File: config.mk
export PLATFORM = sky130hd
export DESIGN_NAME = sram_port_arbiter
export DESIGN_NICKNAME = d
export VERILOG_FILES = /design/src/rtl/sram_arb_pkg.sv /design/src/rtl/sram_arb_rr2.sv /design/src/rtl/sram_port_arbiter.sv
export SDC_FILE = /design/constraint.sdc
export NUM_CORES = 1
export LEC_CHECK = 0
export CAP_MARGIN = 5
export CORE_MARGIN = 2
export CORE_UTILIZATION = 25
export DETAILED_ROUTE_END_ITERATION = 8
export GPL_TIMING_DRIVEN = 1
export PLACE_DENSITY = 0.71
export SYNTH_ARGS = -nofsm -noshare
export SYNTH_HDL_FRONTEND = slang
export SYNTH_SLANG_ARGS = --single-unit
File: constraint.sdc
create_clock -name wb_clk_i -period 2.1 [get_ports wb_clk_i]
set_clock_uncertainty 0.05 [all_clocks]
set_input_delay 0.525 -clock wb_clk_i [delete_from_list [all_inputs] [get_ports wb_clk_i]]
set_output_delay 0.525 -clock wb_clk_i [all_outputs]
set_load 0.01 [all_outputs]
File: src/rtl/sram_arb_pkg.sv
// Shared types and constants for the two-port SRAM arbiter.
// Holds the FSM state encoding and the requester port indices.
package sram_arb_pkg;

    typedef enum logic [1:0] {
        IDLE = 2'd0,
        CMD  = 2'd1,
        RESP = 2'd2
    } arb_state_e;

    localparam logic PORT_CPU = 1'b0;
    localparam logic PORT_DMA = 1'b1;

endpackage

File: src/rtl/sram_arb_rr2.sv
// Two-way round-robin pick: on a tie the port that did not win last time is granted.
module sram_arb_rr2
    import sram_arb_pkg::*;
(
    input  logic [1:0] req,
    input  logic       last_grant,
    output logic       gnt_valid,
    output logic       gnt_idx
);

    always_comb begin
        gnt_valid = |req;
        gnt_idx   = PORT_CPU;
        if (req == 2'b11) begin
            gnt_idx = ~last_grant;
        end else if (req[PORT_DMA]) begin
            gnt_idx = PORT_DMA;
        end
    end

endmodule

File: src/rtl/sram_port_arbiter.sv
// Shares the single RW port of the 512x32 SRAM macro between the CPU (port 0) and
// the DMA/debug bus (port 1), one access in flight, Wishbone-classic single-cycle acks.
module sram_port_arbiter
    import sram_arb_pkg::*;
#(
    parameter int unsigned ADDR_WIDTH = 9,
    parameter int unsigned DATA_WIDTH = 32,
    parameter int unsigned NUM_WMASKS = 4
) (
    input  logic                  wb_clk_i,
    input  logic                  wb_rst_i,

    input  logic                  r0_req,
    input  logic                  r0_we,
    input  logic [NUM_WMASKS-1:0] r0_wmask,
    input  logic [ADDR_WIDTH-1:0] r0_addr,
    input  logic [DATA_WIDTH-1:0] r0_wdata,
    output logic                  r0_ack,
    output logic [DATA_WIDTH-1:0] r0_rdata,

    input  logic                  r1_req,
    input  logic                  r1_we,
    input  logic [NUM_WMASKS-1:0] r1_wmask,
    input  logic [ADDR_WIDTH-1:0] r1_addr,
    input  logic [DATA_WIDTH-1:0] r1_wdata,
    output logic                  r1_ack,
    output logic [DATA_WIDTH-1:0] r1_rdata,

    output logic                  sram_csb0,
    output logic                  sram_web0,
    output logic [NUM_WMASKS-1:0] sram_wmask0,
    output logic [ADDR_WIDTH-1:0] sram_addr0,
    output logic [DATA_WIDTH-1:0] sram_din0,
    input  logic [DATA_WIDTH-1:0] sram_dout0,

    output logic                  arb_busy
);

    arb_state_e state_q, state_d;
    logic       gnt_q, gnt_d;
    logic       we_q, we_d;
    logic       last_grant_q, last_grant_d;

    logic                  csb_d, web_d;
    logic [NUM_WMASKS-1:0] wmask_d;
    logic [ADDR_WIDTH-1:0] addr_d;
    logic [DATA_WIDTH-1:0] din_d;

    logic [1:0] arb_req;
    logic       gnt_valid, gnt_idx;

    logic                  sel_we;
    logic [NUM_WMASKS-1:0] sel_wmask;
    logic [ADDR_WIDTH-1:0] sel_addr;
    logic [DATA_WIDTH-1:0] sel_wdata;

    // In RESP only the other port may be granted; the current owner's req is stale.
    always_comb begin
        arb_req = 2'b00;
        if (state_q == IDLE) begin
            arb_req = {r1_req, r0_req};
        end else if (state_q == RESP) begin
            arb_req = (gnt_q == PORT_CPU) ? {r1_req, 1'b0} : {1'b0, r0_req};
        end
    end

    sram_arb_rr2 u_rr2 (
        .req        (arb_req),
        .last_grant (last_grant_q),
        .gnt_valid  (gnt_valid),
        .gnt_idx    (gnt_idx)
    );

    always_comb begin
        sel_we    = (gnt_idx == PORT_DMA) ? r1_we    : r0_we;
        sel_wmask = (gnt_idx == PORT_DMA) ? r1_wmask : r0_wmask;
        sel_addr  = (gnt_idx == PORT_DMA) ? r1_addr  : r0_addr;
        sel_wdata = (gnt_idx == PORT_DMA) ? r1_wdata : r0_wdata;
    end

    always_comb begin
        state_d      = state_q;
        gnt_d        = gnt_q;
        we_d         = we_q;
        last_grant_d = last_grant_q;
        csb_d        = 1'b1;
        web_d        = 1'b1;
        wmask_d      = sram_wmask0;
        addr_d       = sram_addr0;
        din_d        = sram_din0;
        unique case (state_q)
            IDLE, RESP: begin
                if (gnt_valid) begin
                    state_d      = CMD;
                    gnt_d        = gnt_idx;
                    we_d         = sel_we;
                    last_grant_d = gnt_idx;
                    csb_d        = 1'b0;
                    web_d        = ~sel_we;
                    wmask_d      = sel_we ? sel_wmask : '0;
                    addr_d       = sel_addr;
                    din_d        = sel_wdata;
                end else begin
                    state_d = IDLE;
                end
            end
            CMD: begin
                state_d = RESP;
            end
            default: begin
                state_d = IDLE;
            end
        endcase
    end

    always_ff @(posedge wb_clk_i) begin
        if (wb_rst_i) begin
            state_q      <= IDLE;
            gnt_q        <= PORT_CPU;
            we_q         <= 1'b0;
            last_grant_q <= PORT_DMA;
            sram_csb0    <= 1'b1;
            sram_web0    <= 1'b1;
            sram_wmask0  <= '0;
            sram_addr0   <= '0;
            sram_din0    <= '0;
        end else begin
            state_q      <= state_d;
            gnt_q        <= gnt_d;
            we_q         <= we_d;
            last_grant_q <= last_grant_d;
            sram_csb0    <= csb_d;
            sram_web0    <= web_d;
            sram_wmask0  <= wmask_d;
            sram_addr0   <= addr_d;
            sram_din0    <= din_d;
        end
    end

    always_comb begin
        r0_ack   = (state_q == RESP) && (gnt_q == PORT_CPU);
        r1_ack   = (state_q == RESP) && (gnt_q == PORT_DMA);
        r0_rdata = (r0_ack && !we_q) ? sram_dout0 : '0;
        r1_rdata = (r1_ack && !we_q) ? sram_dout0 : '0;
        arb_busy = (state_q != IDLE);
    end

endmodule
==> results.md, run 1 <==
Synth:
- The xor/xnor share of the synthesized area is 0%.
- The synthesized design spends more area on one cell type than any other, namely dfxtp_1.
- Summing the areas of all compound-gate instances in the mapped netlist gives 22.83% of the synthesized area.
- The synthesized netlist contains 29 unique library cells.
- Averaged over all synthesized cells, the footprint is 7.646 µm².
- Yosys printed 0 warnings.
- Summing every instance area after synthesis gives 2691 µm².
- The portion of synthesized area spent on multiplexers is 0.5579%.
- The synthesized design contains 52 register bits.
- Summing the areas of all and, or, nand and nor instances in the mapped netlist gives 31.99% of the synthesized area.
- The post-synthesis instance total is 352.
- Summing the sequential cell areas from Yosys gives 38.68% of the chip area.
- After synthesis, the largest family of logic cells by area is simple AND/OR/NAND/NOR gates.
- The adder-cell area share of the yosys netlist is 0%.
- The synthesized design contains 0 enable-type register cells.
- The top cell type's share of synthesized area is 38.68%.
- In the post-synthesis netlist, the biggest area contributors are dfxtp_1 39%, a211oi_1 11%, a21oi_1 7.8%.
- Of all flip-flops after synthesis, the portion carrying an async set or reset was 0%.
- Counting every net in the synthesized netlist gives 480.
- Among all flip-flop cells after synthesis, the most frequent one is dfxtp_1.

Global route:
- The number of global-route vias before repair came to 3653.
- Entering global routing, the biggest net connects 33 pins.
- The initial antenna violation count was 1.
- The total congestion overflow after global routing is 0.
- The first global-routing pass estimated 17450 µm of wire.
- The overall fraction of global-route tracks in use is 18.71%.

Final layout:
- The utilization of the core after routing is 51.64%.
- Compared with the post-synthesis result, the final layout area differs by 98.98%.
- The layout cell share with drive strength beyond 1 is 21.06%.
- Leaving out fill and tap cells, the most frequent cells in the layout are 172 x clkdlybuf4s50_1, 55 x buf_2, 49 x dfxtp_1.
- The net total in the final layout is 730.
- The non-filler instance count after layout is 740.
- The library cell used most frequently in the layout, excluding fill and tap cells, is clkdlybuf4s50_1.
- The design area is 5355 µm².

Placed design:
- The instance area at placement is 5384 µm².
- In this run the tool buffered the top-level ports with 241 buffer cells.
- The number of placed instances with taps included is 723.
- The weighted congestion at the end of routability-driven global placement is 0.8246.
- Summed over all nets, the half-perimeter wirelength after detailed placement is 9233 µm.

Clock tree:
- TritonCTS built the clock tree.
- Counting along the longest clock path gives a buffer depth of 2.
- The worst-skew pair later-pin latency is 0.31 ns.
- After clock tree synthesis, the flow added hold-fix buffers numbering 0.
- The total number of H-tree levels is 2.
- The cell chosen for the clock root is clkbuf_8.
- The clock transition at the registers of the reported paths is 0.10 ns.
- The clock drives 52 sinks.
- Counting the buffers created by CTS gives 5.

Timing:
- The final hold violation count was 0.
- The number of max-slew violations in the final report is 0.
- Static timing analysis puts the maximum clock frequency at 489.9 MHz.
- The worst hold margin is 0.4283 ns.
- Counting I/O delays and the setup requirement, the final critical path takes 2.041 ns.
- The slew at the pin with the worst max-slew slack is 0.3016 ns.
- The post-route fraction of the period consumed by the critical path is 97.20%.
- Summed over all failing endpoints, the final setup total negative slack is 0 ns.
- The worst pin sits at a relative slew slack of 79.89%.
- Setup violations remaining at the end of the flow were counted as 0.

Detailed routing:
- The detailed router finished its first iteration with 166 violations.
- For this run, design rule violations remaining after detail routing come to 0.
- The routed length per instance is 16.14 µm.
- The routed wire length is 11950 µm.
- The routed via count is 3554.
- The via count normalized by instance count is 4.803.
- The first TritonRoute pass finished after 4 iterations.
- The number of antenna-violating nets in the routed design is 0.

Power:
- Dividing total power by cell area gives a power density of 552.2 nW/µm².
- The largest voltage drop on the vdd net is 0.0003568 V.
- In this run the static leakage power is 2.499 nW.

Worst setup path:
- The critical path endpoint category is an output port.
- The worst setup path is of the reg2out kind.
- The critical path goes through nand2b_4, nor2_4, buf_6, buf_6, and3_1, clkbuf_2.
- In this run the worst path has a maximum fanout of 8.
- The slowest stage of the critical path is the dfxtp_2 cell.
- The largest single stage delay on the critical path is 0.34 ns.
- The endpoint required time on the critical path is 1.52 ns.
- The worst setup path is launched from a flip-flop.
- The most repeated library cell on the critical path is buf_6.
- The endpoint arrival time on the critical path is 1.47 ns.

Die:
- The area of the core region is 10370 µm².
- The number of top-level design ports is 242.
- In this run the core area contains 37 standard-cell rows.
- Measured along the x axis, the die boundary spans 107.8 µm.
- In this run the vertical extent of the chip is 107.8 µm.
- Once the floorplan was initialized, standard cells occupied 25.95% of the core.
- The floorplan die area is 11610 µm².

Worst hold path:
- In this run the worst hold path is classified as reg2reg.

Run:
- The tool flagged a number of max-cap violations equal to 0.

Status:
- The run finished with clean final reports.
==> power by group <==
part	switching, W	internal (W)	leakage (nW)
Sequential	0.0000592	0.00110	0.433
Clock	0.000347	0.000361	0.0558
Combinational	0.000474	0.000620	2.01
Total	0.000879	0.00208	2.50
==> critical path, delay by kind of cell, from the launching register on <==
family | cells | cell delay (ns)
buf+inv | 3 | 0.35
simple gates | 3 | 0.46
flops | 1 | 0.34
==> layer usage <==
| layer | GRT usage [%] | share of wire, % |
|---|---|---|
| met1 | 18.01 | 35 |
| met2 | 37.24 | 53 |
| met3 | 6.114 | 10 |
| met4 | 5.311 | 2.2 |
| met5 | 0 | 0 |
==> synth_stat cells (all sizes together), types with 2 or more instances <==
library cell and number:
nand2b 2, a211o 2, nor3 2, a221o 4, a211oi 41, and3 32
nand2 47, a21oi 42, inv 4, clkbuf 19, and2 32, nor3b 2
nor2 45, nor4 4, dfxtp 52, buf 14
==> path summary, 6_finish.rpt <==
path	endpoint	slack [ns]	from	depth (start not counted)
worst max-delay path	r1_rdata[15]	0.06	state_q[0]	6
worst min-delay path	last_grant_q	0.43	last_grant_q	1
worst max register to register	sram_wmask0[3]	0.17	gnt_q	8
worst min register to register	last_grant_q	0.43	last_grant_q	1
==> logic make-up (layout without fill, tap and decap cells) <==
| kind of cell | after synthesis | after routing |
|---|---|---|
| AOI/OAI and AO/OA | 92 | 92 |
| buffers and inverters | 37 | 288 |
| muxes | 1 | 1 |
| DFF | 52 | 52 |
| other | 0 | 1 |
| and+or+nand+nor | 170 | 170 |
==> through the flow <==
| stage | setup WS (ns) | power (W) |
|---|---|---|
| after floorplan | 0.2028 | 0.001599 |
| after global placement | -0.2943 | 0.002227 |
| after detailed placement | -0.3709 | 0.002247 |
| after CTS | -0.02790 | 0.002959 |
| after global routing | -0.01748 | 0.003123 |
| final | 0.05890 | 0.002957 |
==> cell type report <==
class	instances	area [µm²]
Antenna cell	1	2.502
Multi-Input combinational cell	263	1559
Tap cell	136	170.2
Sequential cell	52	1047
Clock buffer	6	72.57
Fill cell	995	5015
Inverter	4	15.01
Timing Repair Buffer	276	2450
Clock inverter	2	38.79
==> state kept, by name, indices dropped and copies added, names as in the netlist <==
signal and flops:
sram_wmask0 4, sram_addr0 9, last_grant_q 1, state_q 2, sram_csb0 1, sram_din0 32, we_q 1, gnt_q 1
sram_web0 1
==> repair_timing <==
item,4_1_cts,5_1_grt
gates resized for setup,248,37
pin swaps,2,5
setup buffers,3,4
gates cloned,2,2
setup endpoints to repair,74,110
No activity file was read; power rests on OpenSTA's default activity.
==> inputs of run 2 (changes only) <==
PLACE_DENSITY = 0.69   (was 0.71)
==> results.md, run 2 (same netlist as run 1, synthesis figures left out) <==
Detailed routing:
- The via count normalized by instance count is 4.829.
- In the routed design, unresolved DRC markers number 0.
- The number of DRC violations after detailed-routing iteration 0 is 165.
- Summing over every cut layer, the via total after detailed routing is 3559.
- The routed wire length is 12020 µm.
- The first TritonRoute pass finished after 4 iterations.
- The routed length per instance is 16.30 µm.
- The number of antenna-violating nets in the routed design is 0.

Worst setup path:
- The register-to-register setup slack is 0.19 ns.
- The most repeated library cell on the critical path is buf_4.
- The delay of the slowest critical-path stage is 0.43 ns.
- The endpoint required time on the critical path is 2.24 ns.
- The combined buffer and inverter count along the critical path is 4.
- The family with the most delay on the worst path is buffers and inverters.
- The slowest cell on the critical path is clkdlybuf4s50_1.
- Along the worst path, the maximum fanout reaches 4.
- Data arrives at the worst endpoint at 2.17 ns.
- The endpoint identified for the worst register-to-register timing path is sram_wmask0[3].
- The worst setup path is launched from an input pin.
- The worst setup path is of the in2reg kind.
- The worst-case reg-to-reg path depth is 8.
- The startpoint identified for the worst register-to-register timing path is state_q[1].
- The critical path endpoint category is a flip-flop.
- The signal on the critical path passes through clkdlybuf4s50_1, and3b_1, buf_4, nor3_4, buf_4, nor4b_4, buf_4, a221o_1.

Worst hold path:
- The start point of the worst min-delay path is last_grant_q.
- The end point of the worst hold path is last_grant_q.
- The min-delay analysis places its worst path in the category reg2reg.
- The worst hold path cell count is 1.

Timing:
- The setup violation total in the final timing report is 0.
- The total negative slack for setup checks is 0 ns.
- After layout, the worst setup slack is 0.07260 ns.
- Setup repair after global routing left no endpoint under its margin.
- The post-route fraction of the period consumed by the critical path is 96.54%.
- The final hold violation count was 0.
- At the pin with the least slew margin, the transition time is 0.3483 ns.
- The worst pin sits at a relative slew slack of 76.70%.
- Timing would allow up to 493.2 MHz.
- For the finished layout, the period the worst path requires is 2.027 ns.
- The number of max-slew violations in the final report is 0.
- Hold timing on the final database bottoms out at a slack of 0.4358 ns.

Die:
- The number of top-level design ports is 242.
- The standard-cell row count is 37.
- The overall die width is 107.8 µm.
- The region available for standard cell placement spans 10370 µm².
- The initial cell density of the core is 25.95%.
- The die outline height is 107.8 µm.
- The floorplan die area is 11610 µm².

Global route:
- The number of global-route vias before repair is 3534.
- The total congestion overflow after global routing is 0.
- Global routing used 18.87% of the available tracks across all layers.
- The initial antenna violation count is 0.
- The global-route wire length before repair is 17470 µm.
- Entering global routing, the biggest net connects 43 pins.

Clock tree:
- The number of hold buffers added after CTS was 0.
- In this run the number of H-tree levels came out at 2.
- The clock passes through at most 2 buffers.
- The number of buffers created by CTS is 5.
- The clock transition at the registers of the reported paths is 0.10 ns.
- For the worst-skew pair, the clock arrives at the later sink with an insertion delay of 0.30 ns.
- TritonCTS built the clock tree.
- The cell chosen for the clock root is clkbuf_8.
- The clock net in this run drives a total of 52 sinks.

Final layout:
- The net count of the finished layout is 727.
- The layout cell share with drive strength beyond 1 is 20.17%.
- The largest registers in the layout are sram_din0: 32 flops, sram_addr0: 9 flops, sram_wmask0: 4 flops.
- In the layout the commonest cells are 173 x clkdlybuf4s50_1, 64 x buf_2, 50 x dfxtp_1.
- The register with the most flip-flops is sram_din0.
- The most frequent standard cell in the layout excluding fill and tap cells is clkdlybuf4s50_1.
- The number of flip-flops under the largest register name is 32.
- From synthesis to final layout, the design area changed by 100.2%.

Power:
- The largest voltage drop on the vdd net is 0.0002981 V.
- The design draws 0.002961 W.
- The leakage dissipation is 2.510 nW.
- Dividing total power by cell area gives a power density of 549.7 nW/µm².

Placed design:
- The count of buffers added on input and output ports is 241.
- The weighted congestion at the end of routability-driven global placement is 0.7863.
- At the placement stage, the worst setup path has a slack of -0.3774 ns.
- The total half-perimeter wirelength after legalization and detailed placement is 9038 µm.

Run:
- The max-capacitance violation count is 0.

Status:
- The flow ran to the end, and the final reports show no timing, DRC or antenna violations.
-- run 2: cell count changes in the layout (fill, tap and decap cells not counted), moves of 6 or more --
cell | before | now
clkbuf_2 | 9 | 0
buf_6 | 12 | 4
buf_2 | 55 | 64
buf_12 | 2 | 8
-- run 2: area by class of cell --
type | count | area, µm²
well taps | 136 | 170.2
flip-flops and latches | 52 | 1044
diodes | 1 | 2.502
repair buffers | 273 | 2482
inverters | 4 | 15.01
clock buffers | 6 | 72.57
multi-input cells | 263 | 1567
clock inverters | 2 | 35.03
fillers | 1002 | 4982
-- run 2: worst register-to-register path, stage by stage (launching register included) --
cell and delay [ns]:
dfxtp_1 0.39, buf_4 0.16, and3b_1 0.19, buf_4 0.14, nor3_4 0.17, buf_4 0.17, nor4b_4 0.05, buf_4 0.15
a221o_1 0.34
-- run 2: routing by layer --
metal / global-route usage [%] / part of all wire [%] / up-vias / wire length (µm)
li1: - / - / 1711 / -
met1: 18.96 / 36 / 1684 / 4328
met2: 37.78 / 54 / 152 / 6496
met3: 5.327 / 8.9 / 12 / 1067
met4: 4.212 / 1.0 / 0 / 122
met5: 0 / 0 / - / 0
-- run 2: report_power, final --
group	internal (W)	switching (W)	leakage, nW
clock	0.000355	0.000336	0.0552
combinational	0.000638	0.000479	2.02
sequential	0.00110	0.0000572	0.432
-- run 2: worst max path at each step --
stage,depth (start not counted),endpoint,startpoint
after CTS,6,r0_rdata[23],state_q[0]
after global routing,6,sram_addr0[3],r1_req
after floorplan,5,we_q,r1_req
after global placement,6,sram_wmask0[0],r1_req
final,8,sram_wmask0[3],r0_req
after detailed placement,6,sram_wmask0[2],r1_req
-- run 2: through the flow --
stage          std cells  util, %  area, µm²
6_report             737    51.95       5388
5_1_grt              736    51.93       5385
4_1_cts              735    51.52       5343
3_5_place_dp         721    52.38       5431
3_3_place_gp         721    52.38       5431
2_1_floorplan        352        -       2691
-- run 2: timing repair --
action / CTS / global route
resized for setup: 272 / 9
pin swaps: 2 / 6
cloned: 2 / 1
buffers inserted: 4 / 2
setup endpoints to repair: 103 / 48
==> inputs of run 3 (changes only) <==
ABC_CLOCK_PERIOD_IN_PS = 2100   (was unset)
==> results of run 3 <==
No change in the layout: final DEF, timing and power equal those of run 2.
